===== src/rtl/dff_share_arbiter.sv =====
// dff_share_arbiter
// Round-robin arbiter that shares one WIDTH-bit register between N_REQ
// requesters. A winner is granted for one cycle, its data is captured on
// the following edge and presented downstream with a valid/ack handshake.
//
// Ports:
//   clk      - clock, rising edge
//   rst      - asynchronous active-low reset
//   req      - per-requester request, held until granted
//   din      - per-requester data, requester i at [i*WIDTH +: WIDTH]
//   gnt      - registered one-hot grant, one cycle per grant
//   q        - shared register contents
//   q_valid  - q holds unconsumed data
//   q_owner  - index of the requester whose data is in q
//   q_ack    - consumer accepts q
//
// state | meaning
// ------+---------------------------------------------------------------
// IDLE  | no grant outstanding; arbitrate when the slot is free
// GRANT | gnt high for granted index; load its data if req still held
module dff_share_arbiter #(
    parameter int N_REQ = 4,
    parameter int WIDTH = 8,
    localparam int PW   = (N_REQ > 1) ? $clog2(N_REQ) : 1
) (
    input  logic                   clk,
    input  logic                   rst,
    input  logic [N_REQ-1:0]       req,
    input  logic [N_REQ*WIDTH-1:0] din,
    output logic [N_REQ-1:0]       gnt,
    output logic [WIDTH-1:0]       q,
    output logic                   q_valid,
    output logic [PW-1:0]          q_owner,
    input  logic                   q_ack
);

    typedef enum logic {IDLE = 1'b0, GRANT = 1'b1} state_t;

    state_t              state, state_next;
    logic [PW-1:0]       rr_ptr, rr_ptr_next;
    logic [PW-1:0]       g_idx, g_idx_next;
    logic [N_REQ-1:0]    gnt_next;
    logic [WIDTH-1:0]    q_next;
    logic                q_valid_next;
    logic [PW-1:0]       q_owner_next;

    logic                slot_free;
    logic                found;
    logic [PW-1:0]       win;
    logic [PW-1:0]       cand;
    logic [WIDTH-1:0]    g_data;
    int                  idx;

    // Slot counts as free when the consumer drains it in the same cycle.
    assign slot_free = !q_valid || q_ack;

    // First set request at or above rr_ptr, wrapping modulo N_REQ.
    always_comb begin
        found = 1'b0;
        win   = '0;
        cand  = '0;
        idx   = 0;
        for (int i = 0; i < N_REQ; i++) begin
            idx = int'(rr_ptr) + i;
            if (idx >= N_REQ) begin
                idx = idx - N_REQ;
            end
            cand = PW'(idx);
            if (!found && req[cand]) begin
                found = 1'b1;
                win   = cand;
            end
        end
    end

    // Only the granted requester's data is ever routed to the register.
    always_comb begin
        g_data = '0;
        for (int i = 0; i < N_REQ; i++) begin
            if (g_idx == PW'(i)) begin
                g_data = din[i*WIDTH +: WIDTH];
            end
        end
    end

    always_comb begin
        state_next   = state;
        rr_ptr_next  = rr_ptr;
        g_idx_next   = g_idx;
        gnt_next     = '0;
        q_next       = q;
        q_valid_next = q_valid;
        q_owner_next = q_owner;

        if (q_valid && q_ack) begin
            q_valid_next = 1'b0;
        end

        case (state)
            IDLE: begin
                if (slot_free && found) begin
                    gnt_next[win] = 1'b1;
                    g_idx_next    = win;
                    state_next    = GRANT;
                end
            end
            GRANT: begin
                state_next = IDLE;
                // A dropped request aborts: nothing loads, pointer holds.
                if (req[g_idx]) begin
                    q_next       = g_data;
                    q_valid_next = 1'b1;
                    q_owner_next = g_idx;
                    rr_ptr_next  = (g_idx == PW'(N_REQ - 1)) ? '0 : g_idx + 1'b1;
                end
            end
            default: begin
                state_next = IDLE;
            end
        endcase
    end

    always_ff @(posedge clk or negedge rst) begin
        if (!rst) begin
            state   <= IDLE;
            rr_ptr  <= '0;
            g_idx   <= '0;
            gnt     <= '0;
            q       <= '0;
            q_valid <= 1'b0;
            q_owner <= '0;
        end else begin
            state   <= state_next;
            rr_ptr  <= rr_ptr_next;
            g_idx   <= g_idx_next;
            gnt     <= gnt_next;
            q       <= q_next;
            q_valid <= q_valid_next;
            q_owner <= q_owner_next;
        end
    end

endmodule

===== config.mk =====
export PLATFORM = sky130hd
export DESIGN_NAME = dff_share_arbiter
export DESIGN_NICKNAME = d
export VERILOG_FILES = /design/src/rtl/dff_share_arbiter.sv
export SDC_FILE = /design/constraint.sdc
export NUM_CORES = 1
export LEC_CHECK = 0
export BUFFER_PORTS_ARGS = -buffer_cell sky130_fd_sc_hd__buf_2
export CAP_MARGIN = 0
export CORE_ASPECT_RATIO = 1.5
export CORE_MARGIN = 1.5
export CORE_UTILIZATION = 41
export DETAILED_ROUTE_END_ITERATION = 10
export PLACE_DENSITY = 0.73
export SKIP_CTS_REPAIR_TIMING = 1
export SKIP_LAST_GASP = 1
export SYNTH_ARGS = -nofsm -noshare
export SYNTH_HDL_FRONTEND = slang
export SYNTH_SLANG_ARGS = --single-unit
export TNS_END_PERCENT = 30

===== constraint.sdc =====
create_clock -name clk -period 1.66 [get_ports clk]
set_clock_uncertainty 0.15 [all_clocks]
set_input_delay 0.166 -clock clk [delete_from_list [all_inputs] [get_ports clk]]
set_output_delay 0.166 -clock clk [all_outputs]
set_load 0.005 [all_outputs]

==> impl_metrics.ini <==
[routing]
wirelength_um = 2960
vias_per_cell = 5.12
via_count = 1055
dr.pass1.iters = 4
wl_per_cell_um = 14.4
drc_errors = 0
drtIter0Drc = 22
ant_nets = 0

[sta]
whs_ns = 0.170
period_needed_ns = 1.75
drv_slew = 0
finalCritPeriodShare_pct = 105
rsz0062_at_grt = yes
maxSlewHeadroom_pct = 70.2
tightestPinTransition_ns = 0.445
setup_ws_ns = -0.0895
hold_viol = 0
setup_viol = 12
clock.fmax_mhz = 572

[synthesis]
yosys_warnings = 0
async_flop_share_pct = 100
synth_top_cell_area_share_pct = 44.4
synthTopCellsByCount = 20 x dfrtp_1, 9 x mux2_4, 7 x a21oi_1, 7 x a22oi_1, 7 x o22ai_1
syn_nets = 144
ys_seq_area_share_pct = 44.4
synth_edf_count = 0
ys_ff_latch = 20
synthCells = 101
synth_ff_type = dfrtp_1
netlist_area_um2 = 1130
yosysMostFrequentCell = dfrtp_1
synth_top_area_cell = dfrtp_1
synthTopCellsByArea = dfrtp_1 44%, mux2_4 12%, a22oi_1 4.7%, ha_1 4.4%, o22ai_1 3.9%
avgSynthCellArea_um2 = 11.1
yosysUniqueCellTypes = 33

[clock_network]
clkLatencyLatePin_ns = 0.26
cts_tree = yes
clockRootBuffer = clkbuf_8
clock-sinks = 20
cts_max_path_buffers = 2
cts-htree-levels = 1
clkTransAtPathRegs_ns = 0.07
cts_buffers = 3

[critical_path]
end_kind = flip-flop
worstSetupPathType = reg -> reg
crit_fanout = 6
worstPathRequired_ns = 1.66
cp.arrival_ns = 1.74
critPathLaunchType = flip-flop

[job]
maxCapViolCount = 0

[status]
violations = negative setup slack
status = complete, but fails checks

[pwr]
power.share.clock_pct = 14.7
p_sw_share_pct = 35.0
pwr-share-seq_pct = 27.0
vdd_ir_drop_max_uv = 904
p_int_mw = 2.18
leakage_nw = 0.845
switchingPower_mw = 1.17
p_comb_share_pct = 58.3
power_mw = 3.35
powerDensity_nw_per_um2 = 1980

[floorplan]
io-pin-count = 54
die_height_um = 67.2
placementRows = 23
coreArea_um2 = 2650
start_util_pct = 42.5
die_w_um = 45.8
die_area_um2 = 3080

[place]
placed_cells = 200
dp_hpwl_um = 2200
portBuffers = 53
place_congestion = 0.774

[grt]
use_met2_pct = 38.2
antenna_found_initial = 0
grt_max_degree = 21
grt_pass1_wl_um = 4310
track_usage_pct = 19.9
grtUsageMet1_pct = 18.5
grt_pass1_vias = 1021
grt_overflow = 0
top_usage_layer = met2
grtUsageMet3_pct = 3.21

[final_layout]
n_fill_cell = 218
finalNonFillerCells = 206
nets = 213
drive_above_1_share_pct = 58.6
antennaDiodeCount = 0
area_growth_pct = 50.6
final_core_util_pct = 64.0

[min_path]
hp-class = in -> reg
## cells in the final DEF (no fill, tap or decap), drive strengths merged
cell	instances
buf	67
dfrtp	20
mux2	12
o22ai	7
a21oi	7
a22oi	7
nand2	5
nor2	4
inv	4
o21ai	4
ha	4
mux2i	3
clkbuf	3
nor2b	3
and3b	2
nand3	2
a221oi	1
o211ai	1
nor4	1
nor3	1
a21boi	1
o221ai	1
and3	1
or2	1
nor3b	1
nand2b	1
nand3b	1
or3b	1
a31oi	1
bufinv	1
dlygate4sd3	1
## stage by stage
| step | setup WS (ns) | cell area, um2 | TNS, ns |
|---|---|---|---|
| after floorplan | -0.0347 | 1170 | -0.201 |
| after detailed placement | -0.202 | 1570 | -1.52 |
| final | -0.0895 | 1700 | -0.753 |
| after global routing | -0.158 | 1700 | -1.44 |
| after CTS | -0.233 | 1650 | -1.81 |
| after global placement | -0.177 | 1570 | -1.12 |
## cell families after synthesis
family / Yosys count / synth area share (%)
flip-flops: 20 / 44.4
buffers and inverters: 8 / 3.44
adder cells (fa/ha/maj): 4 / 4.44
AO/OA/AOI/OAI: 30 / 17.2
multiplexers: 15 / 17.7
AND/OR/NAND/NOR: 24 / 12.8
## flip-flops by register name, indices dropped and copies added, names as in the netlist
signal,cells
state,1
q_owner,2
rr_ptr,2
g_idx,2
q_valid,1
q,8
gnt,4
## cell type report
class                      instances  area [um2]  area share, %
inverter                           4        17.5           1.03
clock inverter                     1        30.0           1.77
tap                               37        46.3           2.73
timing repair buffer              68         405           23.9
multi-input combinational         73         653           38.5
clock buffer                       3        41.3           2.44
sequential                        20         502           29.6
## final timing paths
check                      startpoint          to  slack (ns)  cells after the start
setup / recovery             g_idx[0]        q[1]       -0.09                      6
hold / removal                din[20]        q[4]        0.17                      4
setup reg to reg             g_idx[0]        q[1]       -0.09                      6
hold reg to reg            q_owner[0]  q_owner[0]        0.37                      1
max in group asynchronous         rst    g_idx[0]        0.79                      2
min in group asynchronous         rst        q[7]        0.22                      2
## critical path: stages (launching register included)
cell     delay (ns)
dfrtp_2        0.49
inv_4          0.10
ha_4           0.14
or3b_4         0.37
o21ai_2        0.07
a31oi_1        0.06
mux2_4         0.27
## per-layer routing
| layer | share of wire (%) | up-vias |
|---|---|---|
| met4 | 3.0 | 0 |
| met5 | 0 | - |
| li1 | - | 512 |
| met1 | 38 | 487 |
| met3 | 5.9 | 6 |
| met2 | 53 | 50 |
## power by group through the flow
stage / Sequential, mW / Clock, mW / Combinational (mW)
after floorplan: 0.905 / 0 / 1.14
after global placement: 0.890 / 0 / 1.79
after detailed placement: 0.906 / 0 / 1.84
after CTS: 0.897 / 0.498 / 1.87
after global routing: 0.936 / 0.524 / 2.13
final: 0.905 / 0.492 / 1.96
No activity file was read; power rests on OpenSTA's default activity.
